File: config.mk
export PLATFORM = sky130hd
export DESIGN_NAME = kypd_scanner
export DESIGN_NICKNAME = d
export VERILOG_FILES = /design/src/rtl/kypd_pkg.sv /design/src/rtl/kypd_debounce.sv /design/src/rtl/kypd_scanner.sv
export SDC_FILE = /design/constraint.sdc
export NUM_CORES = 1
export LEC_CHECK = 0
export ABC_CLOCK_PERIOD_IN_PS = 3000
export CAP_MARGIN = 10
export CORE_MARGIN = 2
export CORE_UTILIZATION = 30
export DETAILED_ROUTE_END_ITERATION = 12
export PLACE_DENSITY = 0.45
export SLEW_MARGIN = 15
export SYNTH_ARGS = -nofsm -noshare
export SYNTH_HDL_FRONTEND = slang
export SYNTH_SLANG_ARGS = --single-unit
File: constraint.sdc
create_clock -name clk -period 3 [get_ports clk]
set_input_delay 0.9 -clock clk [delete_from_list [all_inputs] [get_ports clk]]
set_output_delay 0.9 -clock clk [all_outputs]
set_load 0.02 [all_outputs]
File: src/rtl/kypd_pkg.sv
// Shared constants and types for the PmodKYPD column scanner.
// Keymap entries are indexed by scan-image bit position (4*column + row).
package kypd_pkg;

    localparam int NUM_ROWS = 4;
    localparam int NUM_COLS = 4;

    localparam logic [3:0] KEYMAP [NUM_ROWS*NUM_COLS] = '{
        4'h1, 4'h4, 4'h7, 4'h0,
        4'h2, 4'h5, 4'h8, 4'hF,
        4'h3, 4'h6, 4'h9, 4'hE,
        4'hA, 4'hB, 4'hC, 4'hD
    };

    localparam logic [4:0] CAND_NONE = 5'h00;

    typedef enum logic [1:0] {
        ST_DRIVE  = 2'd0,
        ST_SAMPLE = 2'd1,
        ST_EVAL   = 2'd2
    } scan_state_e;

endpackage

File: src/rtl/kypd_debounce.sv
// Scan-level debouncer: requires DEBOUNCE_SCANS identical candidates before
// committing, pulses the strobe only when a new pressed key is committed.
module kypd_debounce
    import kypd_pkg::*;
#(
    parameter int DEBOUNCE_SCANS = 4
) (
    input  logic       clk,
    input  logic       reset,
    input  logic       eval_i,
    input  logic [4:0] cand_i,
    output logic [4:0] key_code_o,
    output logic       key_strobe_o
);

    localparam int CW = $clog2(DEBOUNCE_SCANS + 1);
    localparam logic [CW-1:0] CNT_MAX = CW'(DEBOUNCE_SCANS);
    localparam logic [CW-1:0] CNT_ONE = CW'(1);

    logic [4:0]    prev_q, prev_d;
    logic [CW-1:0] cnt_q, cnt_d;
    logic [4:0]    comm_q, comm_d;
    logic [4:0]    code_q, code_d;
    logic          strobe_q, strobe_d;

    // Match counting and commit decision, only acted on during EVAL
    always_comb begin
        prev_d   = prev_q;
        cnt_d    = cnt_q;
        comm_d   = comm_q;
        code_d   = code_q;
        strobe_d = 1'b0;
        if (eval_i) begin
            prev_d = cand_i;
            if (cand_i == prev_q) begin
                cnt_d = (cnt_q == CNT_MAX) ? CNT_MAX : cnt_q + 1'b1;
            end else begin
                cnt_d = CNT_ONE;
            end
            if ((cnt_d == CNT_MAX) && (cand_i != comm_q)) begin
                comm_d = cand_i;
                if (cand_i[4]) begin
                    code_d   = cand_i;
                    strobe_d = 1'b1;
                end else begin
                    // Release keeps the last hex value visible
                    code_d = {1'b0, code_q[3:0]};
                end
            end else begin
                comm_d = comm_q;
            end
        end else begin
            prev_d = prev_q;
        end
    end

    // Debounce state and registered outputs
    always_ff @(posedge clk) begin
        if (reset) begin
            prev_q   <= CAND_NONE;
            cnt_q    <= {CW{1'b0}};
            comm_q   <= CAND_NONE;
            code_q   <= 5'h00;
            strobe_q <= 1'b0;
        end else begin
            prev_q   <= prev_d;
            cnt_q    <= cnt_d;
            comm_q   <= comm_d;
            code_q   <= code_d;
            strobe_q <= strobe_d;
        end
    end

    assign key_code_o   = code_q;
    assign key_strobe_o = strobe_q;

endmodule

File: src/rtl/kypd_scanner.sv
// PmodKYPD column scanner: drives one column low at a time, samples rows,
// reduces each full scan to a key candidate. Option: KYPD_GHOST_REJECT_EN.
module kypd_scanner
    import kypd_pkg::*;
#(
    parameter int SETTLE_CYCLES  = 100000,
    parameter int DEBOUNCE_SCANS = 4
) (
    input  logic       clk,
    input  logic       reset,
    input  logic [3:0] row,
    output logic [3:0] col,
    output logic [4:0] key_code,
    output logic       key_strobe
);

    localparam int SCW = $clog2(SETTLE_CYCLES);
    localparam logic [SCW-1:0] SETTLE_LOAD = SCW'(SETTLE_CYCLES - 1);
    localparam logic [SCW-1:0] SETTLE_ZERO = {SCW{1'b0}};

    logic [3:0]                     row_s1_q, row_s2_q;
    scan_state_e                    state_q, state_d;
    logic [SCW-1:0]                 settle_q, settle_d;
    logic [1:0]                     col_idx_q, col_idx_d;
    logic [NUM_ROWS*NUM_COLS-1:0]   image_q, image_d;
    logic [3:0]                     col_q, col_d;
    logic [4:0]                     cand_s;
    logic                           eval_s;

    // Two-flop synchronizer for the asynchronous row lines (idle high)
    always_ff @(posedge clk) begin
        if (reset) begin
            row_s1_q <= 4'hF;
            row_s2_q <= 4'hF;
        end else begin
            row_s1_q <= row;
            row_s2_q <= row_s1_q;
        end
    end

    // Scan FSM next-state logic
    always_comb begin
        state_d = state_q;
        case (state_q)
            ST_DRIVE:  state_d = (settle_q == SETTLE_ZERO) ? ST_SAMPLE : ST_DRIVE;
            ST_SAMPLE: state_d = (col_idx_q == 2'd3) ? ST_EVAL : ST_DRIVE;
            ST_EVAL:   state_d = ST_DRIVE;
            default:   state_d = ST_DRIVE;
        endcase
    end

    // Per-state datapath: settle counter, column pointer, image, column drive
    always_comb begin
        settle_d  = settle_q;
        col_idx_d = col_idx_q;
        image_d   = image_q;
        col_d     = col_q;
        eval_s    = 1'b0;
        case (state_q)
            ST_DRIVE: begin
                settle_d = (settle_q == SETTLE_ZERO) ? settle_q : settle_q - 1'b1;
            end
            ST_SAMPLE: begin
                image_d[{col_idx_q, 2'b00} +: 4] = ~row_s2_q;
                settle_d = SETTLE_LOAD;
                if (col_idx_q != 2'd3) begin
                    col_idx_d = col_idx_q + 2'd1;
                    col_d     = ~(4'b0001 << (col_idx_q + 2'd1));
                end else begin
                    col_idx_d = col_idx_q;
                end
            end
            ST_EVAL: begin
                eval_s    = 1'b1;
                settle_d  = SETTLE_LOAD;
                col_idx_d = 2'd0;
                col_d     = 4'b1110;
            end
            default: begin
                settle_d  = SETTLE_LOAD;
                col_idx_d = 2'd0;
                col_d     = 4'b1110;
            end
        endcase
    end

    // Candidate reduction: the lowest set image index wins
    always_comb begin
        cand_s = CAND_NONE;
        for (int i = NUM_ROWS*NUM_COLS-1; i >= 0; i--) begin
            cand_s = image_q[i] ? {1'b1, KEYMAP[i]} : cand_s;
        end
`ifdef KYPD_GHOST_REJECT_EN
        cand_s = ($countones(image_q) > 32'sd1) ? CAND_NONE : cand_s;
`else
        cand_s = cand_s;
`endif
    end

    // Scan FSM state and datapath registers
    always_ff @(posedge clk) begin
        if (reset) begin
            state_q   <= ST_DRIVE;
            settle_q  <= SETTLE_LOAD;
            col_idx_q <= 2'd0;
            image_q   <= {(NUM_ROWS*NUM_COLS){1'b0}};
            col_q     <= 4'b1110;
        end else begin
            state_q   <= state_d;
            settle_q  <= settle_d;
            col_idx_q <= col_idx_d;
            image_q   <= image_d;
            col_q     <= col_d;
        end
    end

    kypd_debounce #(
        .DEBOUNCE_SCANS (DEBOUNCE_SCANS)
    ) u_debounce (
        .clk          (clk),
        .reset        (reset),
        .eval_i       (eval_s),
        .cand_i       (cand_s),
        .key_code_o   (key_code),
        .key_strobe_o (key_strobe)
    );

    assign col = col_q;

endmodule
==> results.ini, run 1 <==
[synth]
yosys.cell_types.count=58
synthCells=400
synth_edf_count=0
syn_area_per_cell_sq_um=8.39
async_flop_share_pct=0
ys_ff_latch=67
yosysTopAreaCellShare_pct=40.0
synthTopCellsByArea=dfxtp_1, nor2_1, a21oi_1
yosysWarnings=0
synth_mux_area_share_pct=1.57
synth-adder-area-share_pct=4.10
synth_commonest_cells=dfxtp_1, nor2_1, a21oi_1
synthFlopType=dfxtp_1
synthMostInstantiatedCell=dfxtp_1
synth_top_family_by_area=simple AND/OR/NAND/NOR gates
synthXorXnorAreaFrac_pct=3.39
synth_top_area_cell=dfxtp_1
synthSimpleGateAreaFrac_pct=30.1
syn_area_sq_um=3360
syn-num-nets=417
ys_seq_area_share_pct=40.0
synth_compound_area_share_pct=17.2

[sta]
tns_ns=0
fin_worst_skew_ns=0.0103
slew_headroom_pct=53.4
setup_viol=0
timing.final.ws_setup_ns=0.405
worst_pin_slew_ns=0.697
slew_viol_final=0
final_hold_viol_count=0
finalCritPeriodShare_pct=86.5
hold_slack_ns=0.411
post-route-min-period_ns=2.59
max_freq_mhz=385
rsz0062_at_grt=false

[critical_path]
r2r_slack_ns=0.41
start_kind=register
worstRegToRegCells=7
cp_max_fo=9
end_kind=register
r2r_end=u_debounce.key_code_o[2]
worstPathArrival_ns=2.84
r2r-start=image_q[2]
crit_type=register to register
required_ns=3.25

[pwr]
power.density_nw_per_um2=454
cellLeakagePower_nw=1.43
ir_worst_vdd_uv=208

[min_path]
min_to=row_s2_q[2]
hold_depth=1
min_from=row_s1_q[2]
hold_class=register to register

[global_routing]
grt_max_degree=32
grt_use_total_pct=14.0
grt_pass1_wl_microns=13200
overflow=0
antenna_found_initial=0
grt_pass1_vias=2652
grt-busiest-layer=met2
met1_usage_pct=19.2
gr-usage-met3_pct=3.08
met2_usage_pct=21.4

[clocking]
cts.repair.resized=0
cts_tree=built
cts_hold_buf=0
clk_latency_ns=0.34
cts.path.max_buffers=2
post_cts_buffers=0
htreeDepth=3
clockRootBuffer=clkbuf_8
cts.clk_slew.worst_paths_ns=0.08
cts_num_sinks=67
cts-buffers-inserted=9

[detailed_routing]
vias=2823
first_iter_violations=134
vias_per_cell=5.05
wl_microns=7800
final_antenna_net_count=0
drt_first_pass_iters=6
drcViolationCount=0
wl_per_cell_microns=14.0

[finish]
fin_area_sq_um=3850
final_layout_size_suffix_gt1_share_pct=10.0
diodes=0
nNetsFinal=431
utilization_pct=35.4
area_growth_pct=14.8

[run_status]
outcome=finished, final reports clean

[die]
start_util_pct=30.8
dieArea_sq_um=12000
die_w_microns=110
core-area_sq_um=10900
ios=16
num_rows=38
die_y_microns=110

[place]
post-place-ws_ns=0.460
io_buffers=15
post_dp_cell_area_sq_um=3640
dp_hpwl_microns=5650
place_congestion=0.791

[job]
drv_cap=0

-- final cells by class --
type / instances / area (sq um)
fillers: 1123 / 7040
clock inverters: 3 / 45.0
multi-input cells: 304 / 1890
clock buffers: 13 / 169
repair buffers: 19 / 180
flip-flops and latches: 67 / 1340
inverters: 13 / 48.8
well taps: 140 / 175
-- report_power, final --
| group | leakage (nW) | internal [mW] | switching, mW | total [mW] |
|---|---|---|---|---|
| combinational | 0.790 | 0.0164 | 0.0199 | 0.0363 |
| sequential | 0.543 | 0.897 | 0.00599 | 0.903 |
| clock | 0.102 | 0.453 | 0.358 | 0.811 |
| total | 1.43 | 1.37 | 0.384 | 1.75 |
-- critical path: stages, from the launching register on --
cell,delay [ns]
dfxtp_1,0.41
nor4_1,0.50
nand4b_4,0.24
xor2_1,0.22
a311oi_4,0.34
and4b_1,0.37
a41oi_1,0.14
a311oi_1,0.27
-- placed cells by master, fill, tap and decap left out, types with 4 or more instances in the layout --
master           instances
nand2b_1                 9
and3_1                   4
or2_2                   11
dfxtp_1                 67
or3_1                    6
nand3_1                  5
inv_1                   13
nor3_1                  10
a21oi_1                 37
o21ai_0                 12
nor4_1                   8
nand4_1                  4
clkdlybuf4s50_1         15
nor2b_1                 10
buf_4                    4
xnor2_1                  7
ha_1                    11
clkbuf_8                12
nor2_1                  63
nand2_1                 31
a211oi_1                 5
or4_1                    5
xor2_1                   6
-- state kept, by name, summed over array words and instances (netlist names) --
name                     flops
state_q                      2
u_debounce.prev_q            5
row_s1_q                     4
u_debounce.key_code_o        5
col                          4
settle_q                    17
image_q                     16
col_idx_q                    2
u_debounce.comm_q            4
row_s2_q                     4
u_debounce.key_strobe_o      1
u_debounce.cnt_q             3
-- cells by family (layout without fill, tap and decap cells) --
family,after synthesis,after routing
and+or+nand+nor,187,187
AOI/OAI and AO/OA,88,88
DFF,67,67
buffers and inverters,29,48
xor gates and xnor gates,13,13
adders and majority gates,11,11
muxes,5,5
-- worst max-delay path by stage --
stage                                     endpoint  slack [ns]   startpoint
after floorplan           u_debounce.key_code_o[2]        0.69  image_q[15]
after global placement    u_debounce.key_code_o[2]        0.53  image_q[15]
after detailed placement  u_debounce.key_code_o[2]        0.46   image_q[2]
after CTS                 u_debounce.key_code_o[2]        0.41   image_q[2]
after global routing      u_debounce.key_code_o[0]        0.21   image_q[2]
final                     u_debounce.key_code_o[2]        0.41   image_q[2]
-- routing by layer --
layer	up-vias	wire, microns	share of wire, %
met5	-	0	0
met4	0	172	2.2
met3	14	211	2.7
met2	42	3560	46
met1	1319	3860	50
li1	1448	-	-
-- per-stage QoR --
stage | power, mW | instances
detailed placement | 0.961 | 543
CTS | 1.77 | 559
global route | 1.82 | 559
finish | 1.75 | 559
global placement | 0.961 | 543
floorplan | 0.944 | 400
No activity file was read; power rests on OpenSTA's default activity.
==> inputs of run 2 (changes only) <==
- CORE_UTILIZATION: 30 -> 35
- PLACE_DENSITY: 0.45 -> 0.51
==> run 2 against run 1 <==
Wire length shrank 4.1%. Core utilization grew 5.8 points. Worst setup slack lost 0.021 ns. Critical path depth is the same. Register-to-register slack lost 0.02 ns. Non-clock buffer count grew 1. Count of clock-buffer cells in the layout shrank 4. Via count shrank 0.74%. Worst hold slack lost 0.0014 ns. First-iteration DRC count grew 13%. Flip-flop and latch count is the same. Sequential power is essentially flat. Largest cell class unchanged. Highest routed layer unchanged.
==> results.ini, run 2 (synthesis gave the netlist of run 1 again) <==
[run_status]
outcome=finished, final reports clean

[sta]
fin_worst_skew_ns=0.0114
timing.final.ws_setup_ns=0.384
finalCritPeriodShare_pct=87.2
worst_pin_slew_ns=0.620
setup_viol=0
max_freq_mhz=382
slew_headroom_pct=58.5
tns_ns=0
rsz0062_at_grt=false
slew_viol_final=0
hold_slack_ns=0.410
final_hold_viol_count=0
post-route-min-period_ns=2.62

[clocking]
cts_num_sinks=67
cts.path.max_buffers=2
cts-buffers-inserted=9
clk_latency_ns=0.35
post_cts_buffers=0
clockRootBuffer=clkbuf_8
cts_tree=built
cts.repair.resized=0
cts_hold_buf=0
htreeDepth=3
cts.clk_slew.worst_paths_ns=0.08

[finish]
nNetsFinal=432
area_growth_pct=13.8
regMostFlops=settle_q
final_cell_mix=dfxtp_1, nor2_1, a21oi_1, nand2_1, clkdlybuf4s50_1
largest_reg_flops=17
final_common_cell=dfxtp_1
nFillCells=993
diodes=0
top_regs=settle_q (17), image_q (16)
final_layout_size_suffix_gt1_share_pct=10.5
final-instance-count-excl-fill=549

[pwr]
p_switching_mw=0.411
cellLeakagePower_nw=1.43
swShare_pct=25.2
p_total_mw=1.63
comb_power_share_pct=2.4
power_frac_seq_pct=55.3
power.density_nw_per_um2=427
ir_worst_vdd_uv=242
internal_power_mw=1.22
clockPowerShare_pct=42.3

[place]
dp_cells=533
io_buffers=15
post-place-ws_ns=0.433
place_congestion=0.820
dp_hpwl_microns=5430

[critical_path]
worstPathArrival_ns=2.84
required_ns=3.23
crit_type=register to register
cp_max_fo=11
end_kind=register
start_kind=register

[job]
drv_cap=0

[die]
ios=16
die_y_microns=102
num_rows=35
die_w_microns=102
dieArea_sq_um=10400
start_util_pct=36.1
core-area_sq_um=9280

[detailed_routing]
wl_per_cell_microns=13.6
final_antenna_net_count=0
vias=2802
first_iter_violations=151
drcViolationCount=0
drt_first_pass_iters=4
wl_microns=7480
vias_per_cell=5.10

[global_routing]
grt_max_degree=35
antenna_found_initial=0
overflow=0
grt_pass1_wl_microns=12600
grt_pass1_vias=2566
grt_use_total_pct=15.4

[min_path]
hold_class=register to register

## run 2: changes by cell type in the layout (fill, tap and decap cells not counted), sizes merged
cell	change
clkinv	+4
bufinv	-1
inv	+2
clkbuf	-4
buf	+1
clkinvlp	-1
## run 2: stage by stage
| step | cell area (sq um) | utilization, % |
|---|---|---|
| after floorplan | 3360 | - |
| after global placement | 3640 | 39.2 |
| after detailed placement | 3640 | 39.2 |
| after CTS | 3820 | 41.1 |
| after global routing | 3820 | 41.1 |
| final | 3820 | 41.1 |
## run 2: worst paths after layout
check,from,depth (start not counted),end,slack [ns]
max,image_q[3],7,u_debounce.key_code_o[2],0.38
min,row_s1_q[1],1,row_s2_q[1],0.41
max reg2reg,image_q[3],7,u_debounce.key_code_o[2],0.38
min reg2reg,row_s1_q[1],1,row_s2_q[1],0.41
## run 2: area by class of cell
type                       instances  area [sq um]  area share (%)
multi-input combinational        304          1890            49.5
sequential                        67          1340            35.1
timing repair buffer              20           200            5.24
tap                              129           161            4.23
clock buffer                       9           124            3.24
clock inverter                     7          52.6            1.38
inverter                          13          48.8            1.28
## run 2: power by group through the flow
stage	sequential (mW)	clock [mW]	combinational, mW
2_1_floorplan	0.921	0	0.0226
3_3_place_gp	0.923	0	0.0397
3_5_place_dp	0.923	0	0.0399
4_1_cts	0.902	0.718	0.0398
5_1_grt	0.904	0.741	0.0438
6_report	0.902	0.691	0.0391
## run 2: per-layer routing
layer	part of all wire [%]	up-vias	track usage, %
met4	1.1	0	6.46
met2	43	42	23.0
met5	0	-	0
li1	-	1460	-
met3	2.5	5	2.46
met1	53	1295	22.1
## run 2: worst max-delay path, stage by stage (launching register included)
cell	delay (ns)
dfxtp_1	0.42
or2_1	0.29
a21oi_1	0.29
o221ai_1	0.20
nor4_2	0.50
nand4b_1	0.33
nor3_1	0.33
a311oi_1	0.13
==> inputs of run 3 (changes only) <==
- ABC_AREA: not set -> 1
- CAP_MARGIN: 10 -> 20
- GPL_ROUTABILITY_DRIVEN: not set -> 1
==> run 3 against run 2 <==
Wire length shrank 8.2%. Via count shrank 1.6%. First-iteration DRC count shrank 33%. Worst setup slack gained 0.34 ns. Clock skew shrank 0.0033 ns. Critical path type is now register to output port.
==> results.ini, run 3 <==
[sta]
fin_worst_skew_ns=0.00810
tns_ns=0
post-route-min-period_ns=2.27
finalCritPeriodShare_pct=75.7
worst_pin_slew_ns=0.479
max_freq_mhz=440
final_hold_viol_count=0
slew_viol_final=0
slew_headroom_pct=68.0
rsz0062_at_grt=false
hold_slack_ns=0.411
setup_viol=0
timing.final.ws_setup_ns=0.728

[die]
core-area_sq_um=9150
die_y_microns=101
dieArea_sq_um=10100
num_rows=35
die_w_microns=101
start_util_pct=35.7
ios=16

[run_status]
outcome=finished, final reports clean

[critical_path]
worstPathArrival_ns=1.37
crit_type=register to output port
end_kind=output port
slowest_stage=clkdlybuf4s50_1
cp_max_fo=4
required_ns=2.10
path_delay_family=buffers and inverters
r2r_slack_ns=0.78
slowest_delay_ns=0.64
crit_chain=clkdlybuf4s50_1
crit_buf_inv=1
start_kind=register

[finish]
final_cell_mix=nand2_1, dfxtp_1, nor2_1, inv_1, a21oi_1
area_growth_pct=13.4
final-instance-count-excl-fill=583
final_layout_size_suffix_gt1_share_pct=9.96
regMostFlops=settle_q
final_common_cell=nand2_1
fin_area_sq_um=3710
top_regs=settle_q (17), image_q (16)
largest_reg_flops=17
nNetsFinal=488
diodes=0
utilization_pct=40.5

[place]
dp_cells=571
io_buffers=15
post-place-ws_ns=0.564
place_congestion=0.791
post_dp_cell_area_sq_um=3550
dp_hpwl_microns=5190

[detailed_routing]
first_iter_violations=101
drt_first_pass_iters=4
final_antenna_net_count=0
drcViolationCount=0
vias_per_cell=4.73
vias=2757
wl_microns=6870
wl_per_cell_microns=11.8

[synth]
synthFlopType=dfxtp_1
yosysWarnings=0
synthCells=449
synthMostInstantiatedCell=nand2_1
yosysTopAreaCellShare_pct=41.0
synthTopCellsByArea=dfxtp_1, nand2_1, nor2_1
ys_seq_area_share_pct=41.0
yosys.cell_types.count=32
syn-num-nets=466
syn_area_sq_um=3270
synth_edf_count=0
ys_ff_latch=67
async_flop_share_pct=0
synth_top_area_cell=dfxtp_1
synth_commonest_cells=nand2_1, dfxtp_1, nor2_1
syn_area_per_cell_sq_um=7.28

[clocking]
clockRootBuffer=clkbuf_8
cts.repair.resized=0
cts_hold_buf=0
clk_latency_ns=0.34
cts-buffers-inserted=9
cts.clk_slew.worst_paths_ns=0.07
post_cts_buffers=0
cts_num_sinks=67
htreeDepth=3
cts.path.max_buffers=2
cts_tree=built

[global_routing]
grt_use_total_pct=15.7
grt_pass1_vias=2632
antenna_found_initial=0
grt_max_degree=37
overflow=0
grt_pass1_wl_microns=12600

[pwr]
cellLeakagePower_nw=1.67
power.density_nw_per_um2=427
p_total_mw=1.58
ir_worst_vdd_uv=170

[job]
drv_cap=0

[min_path]
hold_class=register to register

-- run 3: cell types whose count changed in the layout (fill, tap and decap cells not counted), sizes merged, moves of 10 or more --
cell	delta
nor2b	-10
nand3	+19
inv	+47
nand2	+62
nor4	-12
nor2	+15
a21oi	-12
-- run 3: cell families after synthesis --
logic type | share of synthesized area [%]
XOR/XNOR | 1.61
buffers and inverters | 8.30
adder cells (fa/ha/maj) | 4.21
flip-flops | 41.0
AND/OR/NAND/NOR | 31.5
AO/OA/AOI/OAI | 13.4
-- run 3: worst paths after layout --
kind,startpoint,to,cells past startpoint
min,row_s1_q[2],row_s2_q[2],1
max,u_debounce.key_code_o[4],key_code[4],1
min reg2reg,row_s1_q[2],row_s2_q[2],1
max reg2reg,settle_q[0],settle_q[15],14
-- run 3: where the power goes --
part | switching, mW | internal [mW]
clock network | 0.313 | 0.327
logic | 0.0235 | 0.0172
registers | 0.00397 | 0.898
total | 0.340 | 1.24
-- run 3: layer usage --
layer | global-route usage, % | vias to the layer above | wire (microns)
met3 | 3.26 | 14 | 273
met1 | 22.4 | 1206 | 3580
met2 | 22.6 | 43 | 2850
met5 | 0 | - | 0
met4 | 7.48 | 0 | 167
li1 | - | 1494 | -
-- run 3: final cells by class --
class / instances / area, sq um
Clock buffer: 12 / 155
Fill cell: 954 / 5440
Inverter: 63 / 236
Multi-Input combinational cell: 311 / 1660
Sequential cell: 67 / 1340
Tap cell: 111 / 139
Timing Repair Buffer: 19 / 180
